**src/rtl/rf_pkg.sv**
```systemverilog
// rf_pkg: shared register-file constants and writeback arbiter state type.
package rf_pkg;
   localparam int RF_ADDR_W = 5;
   localparam int NUM_REGS  = 32;
   typedef enum logic {WBA_NORMAL, WBA_FORCE1} wba_state_t;
endpackage

```
**src/rtl/rf_wb_arbiter.sv**
```systemverilog
// rf_wb_arbiter: shares the regfile write port between the pipeline WB stage (priority)
// and a multi-cycle unit, with an age counter that forces a port-1 grant.
import rf_pkg::*;
module rf_wb_arbiter #(
   parameter int REG_WIDTH = 32,
   parameter int MAX_WAIT  = 4
) (
   input  logic                 clk,
   input  logic                 reset,
   input  logic                 wb0_valid,
   output logic                 wb0_ready,
   input  logic [RF_ADDR_W-1:0] wb0_rd,
   input  logic [REG_WIDTH-1:0] wb0_data,
   input  logic                 wb1_valid,
   output logic                 wb1_ready,
   input  logic [RF_ADDR_W-1:0] wb1_rd,
   input  logic [REG_WIDTH-1:0] wb1_data,
   output logic                 rf_reg_write,
   output logic [RF_ADDR_W-1:0] rf_rd,
   output logic [REG_WIDTH-1:0] rf_rd_din
);
   localparam logic [7:0] WAIT_LIM = 8'(MAX_WAIT - 1);
   wba_state_t state_q, state_d;
   logic [7:0] wait_q, wait_d;
   logic rf_we_q, rf_we_d;
   logic [RF_ADDR_W-1:0] rf_rd_q, rf_rd_d;
   logic [REG_WIDTH-1:0] rf_din_q, rf_din_d;
   logic xfer0, xfer1, blocked1;
   always_comb begin
      wb0_ready = !reset && state_q == WBA_NORMAL;
      wb1_ready = !reset && (state_q == WBA_FORCE1 || !wb0_valid);
      xfer0 = wb0_valid && wb0_ready;
      xfer1 = wb1_valid && wb1_ready;
      blocked1 = wb1_valid && !wb1_ready;
      wait_d = (xfer1 || state_q == WBA_FORCE1) ? 8'd0 : blocked1 ? wait_q + 8'd1 : wait_q;
      state_d = (state_q == WBA_NORMAL && blocked1 && wait_q == WAIT_LIM) ? WBA_FORCE1 : WBA_NORMAL;
      rf_we_d = xfer0 ? (wb0_rd != '0) : xfer1 ? (wb1_rd != '0) : 1'b0;
      rf_rd_d = xfer0 ? wb0_rd : xfer1 ? wb1_rd : rf_rd_q;
      rf_din_d = xfer0 ? wb0_data : xfer1 ? wb1_data : rf_din_q;
   end
   always_ff @(posedge clk) begin
      if (reset) begin
         state_q  <= WBA_NORMAL;
         wait_q   <= '0;
         rf_we_q  <= 1'b0;
         rf_rd_q  <= '0;
         rf_din_q <= '0;
      end else begin
         state_q  <= state_d;
         wait_q   <= wait_d;
         rf_we_q  <= rf_we_d;
         rf_rd_q  <= rf_rd_d;
         rf_din_q <= rf_din_d;
      end
   end
   assign rf_reg_write = rf_we_q;
   assign rf_rd        = rf_rd_q;
   assign rf_rd_din    = rf_din_q;
endmodule

```
**config.mk**
```make
export PLATFORM = sky130hd
export DESIGN_NAME = rf_wb_arbiter
export DESIGN_NICKNAME = d
export VERILOG_FILES = /design/src/rtl/rf_pkg.sv /design/src/rtl/rf_wb_arbiter.sv
export SDC_FILE = /design/constraint.sdc
export NUM_CORES = 1
export LEC_CHECK = 0
export CAP_MARGIN = 20
export CORE_AREA = 2 2 78 87
export DETAILED_ROUTE_END_ITERATION = 7
export DIE_AREA = 0 0 80 89
export PLACE_DENSITY = 0.78
export SLEW_MARGIN = 20
export SYNTH_ARGS = -nofsm -noshare
export SYNTH_HDL_FRONTEND = slang
export SYNTH_SLANG_ARGS = --single-unit
```
**constraint.sdc**
```tcl
create_clock -name clk -period 1.8 [get_ports clk]
set_clock_uncertainty 0.05 [all_clocks]
set_input_delay 0.36 -clock clk [delete_from_list [all_inputs] [get_ports clk]]
set_output_delay 0.36 -clock clk [all_outputs]
set_load 0.05 [all_outputs]
```
### After elaboration in Yosys (flattened, before gate mapping)

Cells that the tools add are included.

| storage, ports and cells | value |
|---|---|
| bits in registers | 47 |
| output and inout bits | 40 |

| operators by class | value |
|---|---|
| add/sub/neg operators | 1 |
| equality and inequality tests | 1 |
| multiplexer cells | 7 |
| bitwise logic cells | 1 |
| reductions and logical operators | 16 |

Operator list:

| operator | number |
|---|---|
| $mux W32 | 2 |
| $mux W5 | 2 |
| $reduce_bool A5 Y1 | 2 |
| $add A8 B1 Y8 const B | 1 |
| $eq A8 B2 Y1 const B | 1 |
| $logic_and A1 B1 Y1 | 7 |
| $logic_not A1 Y1 | 3 |
| $mux W1 | 3 |
| $logic_or A1 B1 Y1 | 2 |
| $reduce_bool A2 Y1 | 1 |
| $reduce_or A2 Y1 | 1 |
| $not A1 Y1 | 1 |

### Longest topological paths before layout

Gate-level depths: netlist of the first run.

| logic depth | value |
|---|---|
| depth after elaboration | 8 |
| depth in mapped cells | 7 |
| mapped depth without buffers | 5 |

### Least setup slack after synthesis of the first run

Ideal clock, no wire load.

| path | value |
|---|---|
| path type | reg2reg |
| start point | register state_q |
| end point | register wait_q[1] |
| library setup time | 0.086 ns |
| data arrival time | 1.554 ns |
| setup slack | 0.110 ns |
| cell stages (with the launch flop) | 5 |
| path through | dfxtp_1 > nor2b_4 > nor2_1 > nor2_1 > a211oi_1 |

| on the way | value |
|---|---|
| longest elaborated chain between the ends | 5 |

RTL lines:

| what | line | RTL |
|---|---|---|
| from (decl) | rf_wb_arbiter.sv:23 | `wba_state_t state_q, state_d;` |
| from (signal assigned) | rf_wb_arbiter.sv:49 | `state_q <= state_d;` |
| $logic_or A1 B1 Y1 * | rf_wb_arbiter.sv:31 | `wb1_ready = !reset && (state_q == WBA_FORCE1 \|\| !wb0_valid);` |
| $logic_and A1 B1 Y1 * | rf_wb_arbiter.sv:31 |  |
| via wb1_ready | rf_wb_arbiter.sv:15 | `output logic wb1_ready,` |
| $logic_and A1 B1 Y1 | rf_wb_arbiter.sv:33 | `xfer1 = wb1_valid && wb1_ready;` |
| $logic_or A1 B1 Y1 | rf_wb_arbiter.sv:35 | `wait_d = (xfer1 \|\| state_q == WBA_FORCE1) ? 8'd0 : blocked1 ? wait_q + 8'd1 : wait_q;` |
| $reduce_or A2 Y1 (no source line) | -- |  |
| to (signal assigned) | rf_wb_arbiter.sv:50 | `wait_q <= wait_d;` |
| to (decl) | rf_wb_arbiter.sv:24 | `logic [7:0] wait_q, wait_d;` |

Mark *: on every way through the listed nets, which the timed path passes. The rest lies on a longest branch.
A chain may end at the register's enable or synchronous reset.

### Worst setup path after layout of the first run

| path | value |
|---|---|
| start point | input wb0_valid |
| end point | output wb1_ready |

| on the way | value |
|---|---|
| longest elaborated chain between the ends | 3 |

RTL lines:

| what | line | RTL |
|---|---|---|
| from (decl) | rf_wb_arbiter.sv:10 | `input logic wb0_valid,` |
| $logic_not A1 Y1 | rf_wb_arbiter.sv:31 |  |
| $logic_or A1 B1 Y1 | rf_wb_arbiter.sv:31 |  |
| $logic_and A1 B1 Y1 | rf_wb_arbiter.sv:31 |  |
| to (decl) | rf_wb_arbiter.sv:15 |  |

Every way passes these cells.

==> results.py, run 1 <==
metrics = {
    "status": {
        "outcome": "finished clean",
    },
    "timing": {
        "finalSetupViolations": 0,
        "worstMarginPinSlew_ns": 0.378,
        "max_freq_ghz": 0.573,
        "period_minus_slack_ns": 1.75,
        "period_share_pct": 97.0,
        "drv_slew": 0,
        "max_slew_margin_pct": 74.8,
        "rsz0062_at_grt": "no",
        "finalHoldViolCount": 0,
    },
    "synth": {
        "synth_edf_count": 0,
        "syn_inst": 263,
        "yosysWarnings": 0,
        "async_reset_ff_share_pct": 0,
        "ys_ff_latch": 47,
        "ys.flop_type": "dfxtp_1",
        "avgSynthCellArea_um2": 9.45,
        "synth_area_mm2": 0.00249,
        "synth-seq-area-share_pct": 37.8,
        "syn_nets": 342,
        "synthDistinctLibCells": 31,
    },
    "drt": {
        "firstDrtPassIters": 4,
        "drtAntennaViolNets": 0,
        "wl_per_cell_um": 14.0,
        "dr_total_vias": 2316,
        "drc": 0,
        "dr.first_iter.drc_count": 64,
        "drt-vias-per-instance": 4.99,
        "wirelength_um": 6490,
    },
    "power_and_ir_drop": {
        "p_comb_share_pct": 33.5,
        "clockPowerShare_pct": 23.3,
        "ir_drop_uv": 396,
        "pwr_density_cell_mw_per_mm2": 716,
        "internal_power_w": 0.00178,
        "p_sw_share_pct": 33.6,
        "p_leak_nw": 1.46,
        "seq_power_share_pct": 43.2,
        "p_sw_w": 0.000901,
    },
    "clocking": {
        "clk_latency_ns": 0.30,
        "post-cts-setup-buffer-count": 0,
        "clk_path_buf_depth": 2,
        "clock_tree.root_cell": "clkbuf_8",
        "numCtsBuffers": 5,
        "cts_tree": "yes",
        "clkSinkCount": 47,
        "cts-htree-levels": 2,
        "clkSlewWorstSetupHoldPaths_ns": 0.08,
    },
    "die": {
        "die_y_um": 89,
        "die-width_um": 80,
        "core.rowCount": 30,
        "start_util_pct": 40.4,
        "dieArea_mm2": 0.00712,
        "ioPinCount": 118,
        "core_area_mm2": 0.00616,
    },
    "critical_path": {
        "path_cells": "clkdlybuf4s50_1 > nor2b_4 > buf_4 > nor2_4 > buf_12",
        "worstPathRequired_ns": 1.39,
        "cp_max_fo": 4,
        "crit_path_start_kind": "primary input",
        "cp_slowest_stage_delay_ns": 0.42,
        "reg2reg_slack_ns": 0.35,
        "critical_path_class": "in -> out",
        "critPathArrivalTime_ns": 1.34,
        "path_buf_inv": 3,
        "crit_family": "buffers and inverters",
        "crit_path_end_kind": "output pin",
        "critPathSlowestCell": "clkdlybuf4s50_1",
    },
    "grt": {
        "grt_pass1_vias": 2352,
        "grt_pass1_wl_um": 10600,
        "track_usage_pct": 18.9,
        "grt_start_max_net_pins": 34,
        "overflow": 0,
        "antenna_found_initial": 0,
    },
    "placement": {
        "io_buffers": 117,
        "place.gp.congestion": 0.814,
        "dp_hpwl_um": 4850,
        "place_area_mm2": 0.00365,
    },
    "cells_and_area": {
        "final_common_cell": "clkdlybuf4s50_1",
        "multi_input_area_mm2": 0.00135,
        "fill_cells": 562,
        "finalNetCount": 462,
        "diodes": 0,
        "final_util_pct": 60.8,
        "mostFrequentLayoutCells": "76 x clkdlybuf4s50_1, 75 x nand2_1, 51 x buf_4",
        "synthToLayoutAreaGrowth_pct": 50.5,
        "drive_gt1_share_pct": 34.9,
        "final_cell_area_mm2": 0.00374,
        "seq_area_um2": 941,
    },
    "hold_path": {
        "hold_path.class": "reg -> reg",
    },
    "flow_run": {
        "cap_violations": 0,
    },
}
layout make-up:
cell class              count  share of cell area [%]
flip-flops and latches     47                    25.2
repair buffers            134                    33.9
clock buffers               7                    2.04
multi-input cells         194                    36.0
well taps                  80                    2.68
clock inverters             1                   0.134
inverters                   1                   0.100
cell usage after synthesis (2+ instances only):
master	count	area, um2
nand2_1	75	282
buf_12	4	80.1
nor2_1	17	63.8
nor2_2	30	188
xor2_1	4	35.0
dfxtp_1	47	941
nand3_1	3	15.0
buf_4	3	22.5
or4_1	2	15.0
or3_1	2	12.5
buf_2	8	40.0
and3_1	2	12.5
a311oi_2	34	510
o21ai_0	5	25.0
o211ai_1	4	30.0
a21oi_1	2	10.0
buf_6	5	56.3
a311oi_1	3	26.3
stage by stage:
stage	setup WS, ns	power [W]	hold slack (ns)	setup TNS (ns)	instances
2_1_floorplan	0.110	0.00174	0.409	0	263
3_3_place_gp	-0.0619	0.00207	0.428	-0.957	456
3_5_place_dp	-0.142	0.00208	0.442	-2.25	456
4_1_cts	0.0464	0.00272	0.455	0	464
5_1_grt	0.0117	0.00281	0.469	0	464
6_report	0.0534	0.00268	0.446	0	464
power by group through the flow:
stage	Sequential (W)	Clock, W	Combinational (W)
floorplan	0.00141	0	0.000333
global placement	0.00118	0	0.000891
detailed placement	0.00118	0	0.000901
CTS	0.00116	0.000654	0.000906
global route	0.00117	0.000689	0.000958
finish	0.00116	0.000624	0.000897
cell families (layout without fill, tap and decap cells):
| kind of cell | after synthesis | in the layout | share of synthesized area, % |
|---|---|---|---|
| buf+inv | 22 | 143 | 8.30 |
| fa+ha+maj | 1 | 1 | 0.503 |
| compound gates | 51 | 51 | 25.4 |
| xor+xnor | 5 | 5 | 1.76 |
| simple gates | 137 | 137 | 26.2 |
| flops | 47 | 47 | 37.8 |
registers in the layout, indices dropped and copies added (netlist names):
register,flops
state_q,1
rf_rd_din,32
wait_q,8
rf_reg_write,1
rf_rd,5
path summary, 6_finish.rpt:
check,end,from,depth (start not counted)
max reg2reg,wait_q[6]$_SDFFE_PP0P_,state_q$_SDFF_PP0_,5
max,wb1_ready,wb0_valid,5
min,wait_q[7]$_SDFFE_PP0P_,wait_q[7]$_SDFFE_PP0P_,2
min reg2reg,wait_q[7]$_SDFFE_PP0P_,wait_q[7]$_SDFFE_PP0P_,2
what timing repair did:
| item | 4_1_cts | 5_1_grt |
|---|---|---|
| endpoints found under the setup margin | 1 | 0 |
| resized for setup | 2 | 0 |
| hold buffers | 0 | 0 |
metal layers:
layer	routed length, um	global-route usage [%]	up-vias	share of wire, %
li1	-	-	1156	-
met1	2720	21.2	1074	42
met2	3220	35.0	75	50
met3	447	4.75	11	6.9
met4	97	5.86	0	1.5
met5	0	0	-	0
worst min-delay path, delay by kind of cell, from the launching register on:
family	cells	cell delay (ns)
AOI/OAI and AO/OA	2	0.13
DFF	1	0.32
No activity file was read; power rests on OpenSTA's default activity.
==> run 2: changes to the inputs <==
--- a/config.mk
+++ b/config.mk
@@ -7,6 +7,7 @@
 export LEC_CHECK = 0
 export CAP_MARGIN = 20
 export CORE_AREA = 2 2 78 87
+export CTS_CLUSTER_DIAMETER = 100
 export DETAILED_ROUTE_END_ITERATION = 7
 export DIE_AREA = 0 0 80 89
 export PLACE_DENSITY = 0.78
==> results of run 2 <==
No change in the layout: final DEF, timing and power equal those of run 1.
